## config.mk

```make
export PLATFORM = sky130hd
export DESIGN_NAME = rr_grant_encoder
export DESIGN_NICKNAME = d
export VERILOG_FILES = /design/src/rtl/rr_grant_encoder.sv
export SDC_FILE = /design/constraint.sdc
export NUM_CORES = 1
export LEC_CHECK = 0
export ABC_AREA = 1
export CAP_MARGIN = 20
export CELL_PAD_IN_SITES_DETAIL_PLACEMENT = 1
export CELL_PAD_IN_SITES_GLOBAL_PLACEMENT = 1
export CORE_MARGIN = 8
export CORE_UTILIZATION = 36
export CTS_BUF_LIST = sky130_fd_sc_hd__clkbuf_8
export CTS_CLUSTER_DIAMETER = 60
export DETAILED_ROUTE_END_ITERATION = 8
export PLACE_DENSITY = 0.89
export SYNTH_ARGS = -nofsm -noshare
export SYNTH_HDL_FRONTEND = slang
export SYNTH_SLANG_ARGS = --single-unit
export TNS_END_PERCENT = 1
```

## constraint.sdc

```tcl
create_clock -name clk -period 2 [get_ports clk]
set_input_delay 0.4 -clock clk [delete_from_list [all_inputs] [get_ports clk]]
set_output_delay 0.4 -clock clk [all_outputs]
set_load 0.02 [all_outputs]
```

## src/rtl/rr_grant_encoder.sv

```systemverilog
// Round-robin arbiter with registered one-hot and binary grant outputs.
// A grant is held until accepted; an accept with pending requests reloads with no bubble.
module rr_grant_encoder #(
   parameter int    NUM_REQUESTERS = 4,
   parameter string DIRECTION      = "LSB0",
   parameter int    INDEX_WIDTH    = $clog2(NUM_REQUESTERS)
) (
   input  logic                      clk,
   input  logic                      reset,
   input  logic [NUM_REQUESTERS-1:0] request,
   input  logic                      grant_ready,
   output logic                      grant_valid,
   output logic [NUM_REQUESTERS-1:0] grant_oh,
   output logic [INDEX_WIDTH-1:0]    grant_idx
);
   localparam int N    = NUM_REQUESTERS;
   localparam bit MSB0 = (DIRECTION == "MSB0");

   typedef enum logic {IDLE = 1'b0, HOLD = 1'b1} state_t;

   state_t                 state_q, state_d;
   logic [INDEX_WIDTH-1:0] ptr_q, ptr_d;
   logic [INDEX_WIDTH-1:0] pos_q, pos_d;
   logic [INDEX_WIDTH-1:0] idx_q, idx_d;
   logic [N-1:0]           oh_q, oh_d;

   logic [INDEX_WIDTH-1:0] next_ptr, start;
   logic [N-1:0]           mask, masked, pick, sel_oh;
   logic [INDEX_WIDTH-1:0] pos_enc [N];
   logic [INDEX_WIDTH-1:0] idx_enc [N];
   logic [INDEX_WIDTH-1:0] sel_pos, sel_idx;

   // Position following the current grant; in HOLD this is where the next search starts.
   assign next_ptr = (pos_q == INDEX_WIDTH'(N-1)) ? '0 : pos_q + INDEX_WIDTH'(1);
   assign start    = (state_q == HOLD) ? next_ptr : ptr_q;

   generate
      for (genvar gi = 0; gi < N; gi++) begin : g_bit
         assign mask[gi]    = (INDEX_WIDTH'(gi) >= start);
         assign pos_enc[gi] = sel_oh[gi] ? INDEX_WIDTH'(gi) : '0;
         assign idx_enc[gi] = sel_oh[gi] ? INDEX_WIDTH'(MSB0 ? (N-1-gi) : gi) : '0;
      end
   endgenerate

   // Search from start upward; if nothing there, wrap to the lowest set bit overall.
   assign masked = request & mask;
   assign pick   = (|masked) ? masked : request;
   assign sel_oh = pick & (~pick + N'(1));

   always_comb begin
      sel_pos = '0;
      sel_idx = '0;
      for (int i = 0; i < N; i++) begin
         sel_pos = sel_pos | pos_enc[i];
         sel_idx = sel_idx | idx_enc[i];
      end
   end

   always_comb begin
      state_d = state_q;
      ptr_d   = ptr_q;
      pos_d   = pos_q;
      idx_d   = idx_q;
      oh_d    = oh_q;
      case (state_q)
         IDLE: begin
            if (|request) begin
               state_d = HOLD;
               oh_d    = sel_oh;
               idx_d   = sel_idx;
               pos_d   = sel_pos;
            end
         end
         HOLD: begin
            if (grant_ready) begin
               ptr_d = next_ptr;
               if (|request) begin
                  oh_d  = sel_oh;
                  idx_d = sel_idx;
                  pos_d = sel_pos;
               end else begin
                  state_d = IDLE;
                  oh_d    = '0;
                  idx_d   = '0;
               end
            end
         end
         default: state_d = IDLE;
      endcase
   end

   always_ff @(posedge clk or posedge reset) begin
      if (reset) begin
         state_q <= IDLE;
         ptr_q   <= '0;
         pos_q   <= '0;
         idx_q   <= '0;
         oh_q    <= '0;
      end else begin
         state_q <= state_d;
         ptr_q   <= ptr_d;
         pos_q   <= pos_d;
         idx_q   <= idx_d;
         oh_q    <= oh_d;
      end
   end

   assign grant_valid = (state_q == HOLD);
   assign grant_oh    = oh_q;
   assign grant_idx   = idx_q;

endmodule

```

=== Yosys cells after proc, flatten, opt, wreduce, memory -nomap -nowiden ===
Index checks and enable logic that the tools add are counted.

* Register bits after elaboration: 11
* Output and inout port bits: 7
* Word-level logic and storage cells: 44

* $add $sub $neg: 2
* $lt $le $gt $ge: 4
* Eq/ne operators: 3
* Multiplexer cells: 20
* Bitwise operators: 6
* Reduce and logical (&&, ||, !) cells: 4

{| class="wikitable"
|+ Operators by type and width
! kind !! count
|-
| 2-bit two-way mux || 9
|-
| 4-bit two-way mux || 4
|-
| 4-bit AND || 2
|-
| 2-bit case mux with 2 select lines || 2
|-
| 4-bit case mux with 2 select lines || 1
|-
| 4-bit OR reduction || 2
|-
| 4-bit by 1-bit adder with 4-bit output (second input constant) || 1
|-
| 1-bit by 2-bit greater-or-equal comparator with 1-bit output (first input constant) || 2
|-
| 2-bit greater-or-equal comparator (first input constant) || 2
|-
| 2-bit inequality test (second input constant) || 2
|-
| 4-bit NOT || 1
|-
| 2-bit AND reduction || 2
|-
| 1-bit two-way mux || 3
|-
| 2-bit by 1-bit adder with 2-bit output (second input constant) || 1
|-
| 2-bit == test (second input constant) || 1
|-
| 1-bit by 2-bit OR with 2-bit output || 1
|-
| 2-bit OR || 1
|-
| 1-bit case mux with 2 select lines || 1
|-
| 1-bit NOT || 1
|}

=== Depth between registers and ports, before layout ===
Gate-level depths: netlist of run 1.

* Depth after elaboration: 16
* Gate-level depth with buffers: 11

=== Worst setup path before layout of run 1 ===
OpenSTA, ideal clock, no wires.

* Path type: reg-to-reg
* Start: register pos_q[0]
* End: register idx_q[0], in the netlist grant_idx[0]
* Setup time: 0.121 ns
* Arrival: 1.393 ns
* Slack: 0.486 ns
* Cell stages (with the launch flop): 11
* Path buffers: 0
* Clock period less this slack: 1.514 ns
* Path through: dfrtp_1 > ha_1 > nand2_1 > nand3_1 > nand2_1 > nor2_2 > nand3_1 > nand2_2 > nor2_4 > o21ai_2 > nand2_1

* Word-level cells in the longest chain between the ends: 16
* Elaborated cells between the ends (all ways): 22
* Those cells by class: 2 x add/sub; 4 x order compare; 1 x eq/ne; 9 x mux; 5 x bitwise; 1 x reduce/logical

{| class="wikitable"
|+ RTL lines
! what !! RTL line !! source
|-
| start: declaration || 23 || <nowiki>logic [INDEX_WIDTH-1:0] pos_q, pos_d;</nowiki>
|-
| start signal: assignment || 102 || <nowiki>pos_q <= pos_d;</nowiki>
|-
| 2-bit by 1-bit adder with 2-bit output or 2-bit == test (tied branches) || 34 || <nowiki>assign next_ptr = (pos_q == INDEX_WIDTH'(N-1)) ? '0 : pos_q + INDEX_WIDTH'(1);</nowiki>
|-
| 2-bit two-way mux (*) || 34 ||
|-
| named net next_ptr[1] || 27 || <nowiki>logic [INDEX_WIDTH-1:0] next_ptr, start;</nowiki>
|-
| 2-bit two-way mux (*) || 35 || <nowiki>assign start = (state_q == HOLD) ? next_ptr : ptr_q;</nowiki>
|-
| 1-bit by 2-bit greater-or-equal comparator with 1-bit output or 2-bit greater-or-equal comparator (tied branches) || 39 || <nowiki>assign mask[gi] = (INDEX_WIDTH'(gi) >= start);</nowiki>
|-
| 4-bit AND (*) || 46 || <nowiki>assign masked = request & mask;</nowiki>
|-
| 4-bit OR reduction || 47 || <nowiki>assign pick = (|masked) ? masked : request;</nowiki>
|-
| 4-bit two-way mux (*) || 47 ||
|-
| 4-bit NOT || 48 || <nowiki>assign sel_oh = pick & (~pick + N'(1));</nowiki>
|-
| 4-bit by 1-bit adder with 4-bit output || 48 ||
|-
| 4-bit AND (*) || 48 ||
|-
| 1-bit two-way mux || 41 || <nowiki>assign idx_enc[gi] = sel_oh[gi] ? INDEX_WIDTH'(MSB0 ? (N-1-gi) : gi) : '0;</nowiki>
|-
| 1-bit by 2-bit OR with 2-bit output || 55 || <nowiki>sel_idx = sel_idx | idx_enc[i];</nowiki>
|-
| 2-bit OR (*) || 55 ||
|-
| 2-bit two-way mux || 77 || <nowiki>if (|request) begin</nowiki>
|-
| 2-bit two-way mux || 75 || <nowiki>if (grant_ready) begin</nowiki>
|-
| 2-bit case mux with 2 select lines (*) || 65 || <nowiki>case (state_q)</nowiki>
|-
| end signal: assignment || 103 || <nowiki>idx_q <= idx_d;</nowiki>
|-
| end: declaration || 24 || <nowiki>logic [INDEX_WIDTH-1:0] idx_q, idx_d;</nowiki>
|}

The timed path passes the listed nets; every way through them passes the cells marked *. The select of a mux whose other input is x is not followed.
A chain may end at the register's enable or synchronous reset.

=== Worst setup path in the final report of run 1 ===
* Start: register pos_q[0]
* End: register pos_q[0]

* Word-level cells in the longest chain between the ends: 16
* Elaborated cells between the ends (all ways): 21
* Those cells by class: 2 x add/sub; 4 x order compare; 1 x eq/ne; 8 x mux; 5 x bitwise; 1 x reduce/logical

{| class="wikitable"
|+ RTL lines
! what !! RTL line !! source
|-
| 2-bit by 1-bit adder with 2-bit output or 2-bit == test (tied branches) || 34 ||
|-
| 2-bit two-way mux (*) || 34 ||
|-
| named net next_ptr[1] || 27 ||
|-
| 2-bit two-way mux (*) || 35 ||
|-
| 1-bit by 2-bit greater-or-equal comparator with 1-bit output or 2-bit greater-or-equal comparator (tied branches) || 39 ||
|-
| 4-bit AND (*) || 46 ||
|-
| 4-bit OR reduction || 47 ||
|-
| 4-bit two-way mux (*) || 47 ||
|-
| 4-bit NOT || 48 ||
|-
| 4-bit by 1-bit adder with 4-bit output || 48 ||
|-
| 4-bit AND (*) || 48 ||
|-
| 1-bit two-way mux || 40 || <nowiki>assign pos_enc[gi] = sel_oh[gi] ? INDEX_WIDTH'(gi) : '0;</nowiki>
|-
| 1-bit by 2-bit OR with 2-bit output || 54 || <nowiki>sel_pos = sel_pos | pos_enc[i];</nowiki>
|-
| 2-bit OR (*) || 54 ||
|-
| 2-bit two-way mux (*) || 67, 77 ||
|-
| 2-bit two-way mux || 75 ||
|-
| 2-bit case mux with 2 select lines (*) || 65 ||
|}

Marks and branches as above.

==> run summary, run 1 <==
Top-Level Pins - 14
Skew-Pair Late Insertion Delay - 240 ps
Post-synth net total - 89
Detail Placement HPWL - 1.32 mm
CP max stage cell - dfrtp_1
CTS Buf Count - 3
Diodes inserted - 0
Initial Utilization - 36.7%
Pwr Density - 1440 nW/um2
Sw Ratio - 42.6%
Via Count - 564
Die Span X - 57.1 um
Mapped Cells - 81
Layout Nets - 107
RR Startpoint - pos_q[0]
CTS clk-pin slew, worst paths - 50 ps
Die Area - 3260 um2
Reg power frac - 32.1%
Slew headroom - 70.7%
Syn-to-layout area delta - 32.4%
Quantity of I/O buffers inserted on ports - 13
Hold_buf cts - 0
Most frequent cells in the layout - nand2_1 (36), clkdlybuf4s50_1 (13), dfrtp_1 (11), inv_1 (8)
DR vias/cell - 4.90
H-tree levels - 1
Area of the mapped netlist - 607 um2
Post-CTS Setup Bufs - 0
Worst reg2reg path depth - 10
Yosys top cell area share - 45.4%
Fin Clk Skew - 3.41 ps
Most common cell after layout, fill and taps aside - nand2_1
Worst-Margin Slew - 439 ps
Synth Warn # - 0
Placeable Area - 1650 um2
Drt wl/cell - 14.3 um
Final Slew Violations - 0
Total negative slack - 0 ps
Die Y - 57.1 um
Avg Cell Area, Syn - 7.49 um2
CTS max path bufs - 2
Seq/Total Area, Yosys - 45.4%
Pin count of the biggest net entering global routing - 12
Critical Path RT - 2120 ps
Worst setup EP type - register
Total track usage - 11.2%
Crit path kind - reg -> reg
RR Endpoint - pos_q[0]
Max-cap check violation count - 0
Number of DRC markers in iteration 0 - 2
WL final - 1.64 mm
Hold/Removal Path Class - in -> async
Critical Path Fanout Max - 4
Crit path cell chain - ha_1 -> nand2_1 -> nand3_1 -> nand2_1 -> nor2_2 -> nand3_1 -> nand2_2 -> nor2_4 -> o21ai_2 -> nand2_1
Crit-path most repeated cell - nand2_1
Setup crit start kind - register
Worst VDD drop - 0.579 mV
Comb power frac - 48.7%
GP Congestion - 0.798
Largest cells by area after synthesis - dfrtp_1 (45%), nand2_1 (22%), inv_1 (4.3%)
Global-route wire length before repair - 2.91 mm
Crit path largest cell delay - 400 ps
Final hold violation count - 0
Clock Power Share - 19.1%
Initial antenna violation count - 0
Pint - 666 uW
Synth cell types - 16
Status - completed
Drt pass-1 iters - 4
Rows - 15
CTS resizes - 0
Lkg Pwr - 0.000422 uW
Final Cycle Share - 87.5%
GR Overflow Total - 0
WP data arrival - 1870 ps
# DRC - 0
Top cell type by total area after synthesis - dfrtp_1
Final setup fails - 0
Util after Layout - 48.6%
Final min period - 1750 ps
RSZ-0062 raised after global routing - no
CTS sink count - 11
CTS tree - yes
Worst R2R Setup Slack - 250 ps
Remaining antenna violation count - 0
CTS Root Cell - clkbuf_8
FF+latch count, synth - 11
Vias in the first global route - 667
Fmax - 572 MHz
P_sw - 494 uW
Share of cells above drive strength 1 - 15.3%
## cell usage after synthesis
library cell  number
nand2_4            1
o21ai_2            1
nor2_1             5
nand3_1            5
o21ai_1            1
nand2_1           36
nor2_2             2
inv_1              7
nor2_4             2
nand4_1            1
a21oi_1            2
dfrtp_1           11
or2_4              1
ha_1               1
nand2_2            4
inv_2              1
## cell type report
| class | count | area, um2 |
|---|---|---|
| Clock buffer | 3 | 41.3 |
| Timing Repair Buffer | 13 | 130 |
| Multi-Input combinational cell | 62 | 302 |
| Sequential cell | 11 | 275 |
| Clock inverter | 1 | 3.75 |
| Tap cell | 17 | 21.3 |
| Fill cell | 217 | 848 |
| Inverter | 8 | 30.0 |
## power groups by stage
stage	Sequential [uW]	Combinational [uW]	Clock, uW
6_report	373	565	222
5_1_grt	384	632	239
4_1_cts	372	577	226
3_5_place_dp	373	566	0
3_3_place_gp	372	543	0
2_1_floorplan	424	301	0
## how the worst max path moves through the flow
stage | from | endpoint | cells past startpoint
6_report | pos_q[0] | pos_q[0] | 10
5_1_grt | pos_q[0] | grant_idx[0] | 10
4_1_cts | pos_q[0] | pos_q[0] | 10
3_5_place_dp | request[1] | grant_oh[3] | 9
3_3_place_gp | request[1] | pos_q[0] | 9
2_1_floorplan | pos_q[0] | grant_idx[0] | 10
## registers in the layout, indices dropped and copies added, names as in the netlist
| name | flops |
|---|---|
| grant_valid | 1 |
| grant_oh | 4 |
| pos_q | 2 |
| ptr_q | 2 |
| grant_idx | 2 |
## kinds of logic (layout without fill, tap and decap cells)
kind of cell	Yosys count	count (layout)	synth area share (%)
adders and majority gates	1	1	2.06
AOI/OAI and AO/OA	4	4	3.92
and+or+nand+nor	57	57	43.7
DFF	11	11	45.4
buffers and inverters	8	25	4.95
## metrics by stage
| step | cells | setup slack, ps | hold WS (ps) | instance area, um2 | power, uW |
|---|---|---|---|---|---|
| after global placement | 111 | 229 | 472 | 758 | 915 |
| after global routing | 115 | 90.7 | 521 | 803 | 1250 |
| after detailed placement | 111 | 171 | 467 | 758 | 939 |
| final | 115 | 250 | 457 | 803 | 1160 |
| after floorplan | 81 | 486 | 252 | 607 | 725 |
| after CTS | 115 | 248 | 469 | 803 | 1170 |
## critical path, delay by kind of cell (launching register included)
family	cells	cell delay, ps
fa+ha+maj	1	310
simple gates	8	850
compound gates	1	70
flops	1	400
## per-layer routing
metal / share of wire [%] / track usage [%]
met5: 0 / 0
met4: 2.6 / 6.71
met3: 3.6 / 2.66
met2: 51 / 19.4
met1: 43 / 11.8
Note: power is estimated with default switching activity, not from simulation.
==> run 2: changes to the inputs <==
Settings changed: ABC_CLOCK_PERIOD_IN_PS from default to 2000.
==> results of run 2 <==
The final DEF is identical to that of run 1; final timing and power are the same.
==> run 3: changes to the inputs <==
--- a/config.mk
+++ b/config.mk
@@ -18,2 +18,3 @@
 export PLACE_DENSITY = 0.89
+export SKIP_CTS_REPAIR_TIMING = 1
 export SYNTH_ARGS = -nofsm -noshare
==> constraint.sdc (replaced) <==
create_clock -name clk -period 2 [get_ports clk]
set_input_delay 0.3 -clock clk [delete_from_list [all_inputs] [get_ports clk]]
set_output_delay 0.3 -clock clk [all_outputs]
set_load 0.02 [all_outputs]
==> run 3 against run 2 <==
Fmax increased by 2.1%. Non-clock buffer count stayed put. Cell area unchanged. Register-to-register slack gained 40 ps. Sequential cell count is the same. Die area unchanged. Sequential power barely moved. Clock power rose by 3%. Global-route usage rose by 0.19 points. Utilization stayed put. Power grew 0.16%. Hold slack got worse by 83 ps.
==> run summary, run 3 (synthesis gave the netlist of run 1 again) <==
Remaining antenna violation count - 0 (unchanged)
# DRC - 0 (unchanged)
Number of DRC markers in iteration 0 - 4 (+2)
Max-cap check violation count - 0 (unchanged)
Crit path largest cell delay - 400 ps (about the same)
Min Hold Slack - 374 ps (-83.2 ps)
Final Cycle Share - 85.7% (-1.8 points)
Fmax - 583 MHz (+2.1%)
Total negative slack - 0 ps (unchanged)
Critical Path RT - 2130 ps (about the same)
GR Overflow Total - 0 (unchanged)
Detail Placement HPWL - 1.25 mm (-5.9%)
DR vias/cell - 4.98 (+1.6%)
Die Span X - 57.1 um (unchanged)
Global-route wire length before repair - 2.99 mm (+2.9%)
Top-Level Pins - 14 (unchanged)
Final min period - 1710 ps (-35.6 ps)
Pint - 667 uW (+0.10%)
H-tree levels - 1 (unchanged)
Critical Path Fanout Max - 4 (unchanged)
CP max stage cell - dfrtp_1
Fillers - 217 (unchanged)
Die Y - 57.1 um (unchanged)
Vias in the first global route - 654 (-1.9%)
CTS tree - yes
WL final - 1.69 mm (+3.1%)
Total track usage - 11.3% (+0.19 points)
Worst VDD drop - 0.616 mV (+6.4%)
Max FFs per register - 4 (unchanged)
WP data arrival - 1840 ps (-30 ps)
GP Congestion - 0.776 (-2.7%)
Worst setup EP type - register
Final setup fails - 0 (unchanged)
Pin count of the biggest net entering global routing - 12 (unchanged)
Syn-to-layout area delta - 32.4% (unchanged)
CTS clk-pin slew, worst paths - 60 ps (about the same)
Rows - 15 (unchanged)
Pwr Density - 1450 nW/um2 (+0.16%)
CTS max path bufs - 2 (unchanged)
Layout Nets - 107 (unchanged)
Worst path bufs/invs - 0 (unchanged)
RR Startpoint - pos_q[0]
Worst reg2reg path depth - 11 (+1)
Drt pass-1 iters - 2 (-2)
Worst-Margin Slew - 480 ps (+41.1 ps)
Drt wl/cell - 14.7 um (+3.1%)
Most common cell after layout, fill and taps aside - nand2_1
Initial Utilization - 36.7% (unchanged)
Top delay family on crit path - simple AND/OR/NAND/NOR gates
Via Count - 573 (+1.6%)
Die Area - 3260 um2 (unchanged)
Crit-path most repeated cell - nand2_1
Clock Power Share - 19.7% (+0.6 points)
Lkg Pwr - 0.000422 uW (unchanged)
Worst R2R Setup Slack - 290 ps (+40 ps)
Skew-Pair Late Insertion Delay - 240 ps (about the same)
CTS Buf Count - 3 (unchanged)
Initial antenna violation count - 0 (unchanged)
Fin Clk Skew - 4.11 ps (+0.705 ps)
Slew headroom - 68.0% (-2.7 points)
Final hold violation count - 0 (unchanged)
Setup crit start kind - register
CTS Root Cell - clkbuf_8
Reg power frac - 32.1% (about the same)
Placeable Area - 1650 um2 (unchanged)
Final Slew Violations - 0 (unchanged)
Crit path cell chain - ha_1 -> nor2_1 -> nand2_1 -> nand2_1 -> nor2_2 -> nor2_2 -> nand3_1 -> nand2_2 -> nor2_4 -> o21ai_2 -> nand2_1
Share of cells above drive strength 1 - 15.3% (unchanged)
Sw Ratio - 42.6% (about the same)
RR Endpoint - pos_q[0]
Most frequent cells in the layout - nand2_1 (36), clkdlybuf4s50_1 (13), dfrtp_1 (11), inv_1 (8)
Diodes inserted - 0 (unchanged)
Comb power frac - 48.2% (-0.5 points)
RSZ-0062 raised after global routing - no
Hold/Removal Path Class - in -> async
Quantity of I/O buffers inserted on ports - 13 (unchanged)
Status - completed
P_sw - 495 uW (+0.23%)
CTS sink count - 11 (unchanged)
Crit path kind - reg -> reg
## run 3: power groups by stage
| stage | Clock, uW | Combinational, uW | Sequential, uW |
|---|---|---|---|
| after global placement | 0 | 533 | 367 |
| after CTS | 230 | 570 | 371 |
| after detailed placement | 0 | 555 | 371 |
| after floorplan | 0 | 301 | 424 |
| after global routing | 238 | 632 | 382 |
| final | 229 | 561 | 372 |
## run 3: worst max path at each step
stage	slack [ps]	end	startpoint	cells after the start
after floorplan	490	grant_idx[0]	pos_q[0]	10
after global placement	280	grant_oh[3]	request[1]	9
after detailed placement	220	grant_oh[3]	request[1]	9
after CTS	270	pos_q[0]	pos_q[0]	10
after global routing	100	pos_q[0]	pos_q[0]	10
final	290	pos_q[0]	pos_q[0]	11
## run 3: final cells by class
type	count	area [um2]	share of cell area [%]
Clock buffer	3	41.3	5.14
Clock inverter	1	3.75	0.467
Inverter	8	30.0	3.74
Multi-Input combinational cell	62	302	37.5
Sequential cell	11	275	34.3
Tap cell	17	21.3	2.65
Timing Repair Buffer	13	130	16.2
## run 3: through the flow
stage	std cells	power (uW)	setup slack [ps]	instance area, um2	util, %
final	115	1160	286	803	48.6
after global routing	115	1250	105	803	48.6
after CTS	115	1170	274	803	48.6
after detailed placement	111	926	223	758	45.9
after global placement	111	900	277	758	45.9
after floorplan	81	725	486	607	-
## run 3: routing by layer
metal	share of wire (%)	vias to the layer above	global-route usage, %
met1	43	278	13.4
li1	-	282	-
met4	0.83	0	5.03
met5	0	-	0
met2	54	11	19.2
met3	1.7	2	2.22
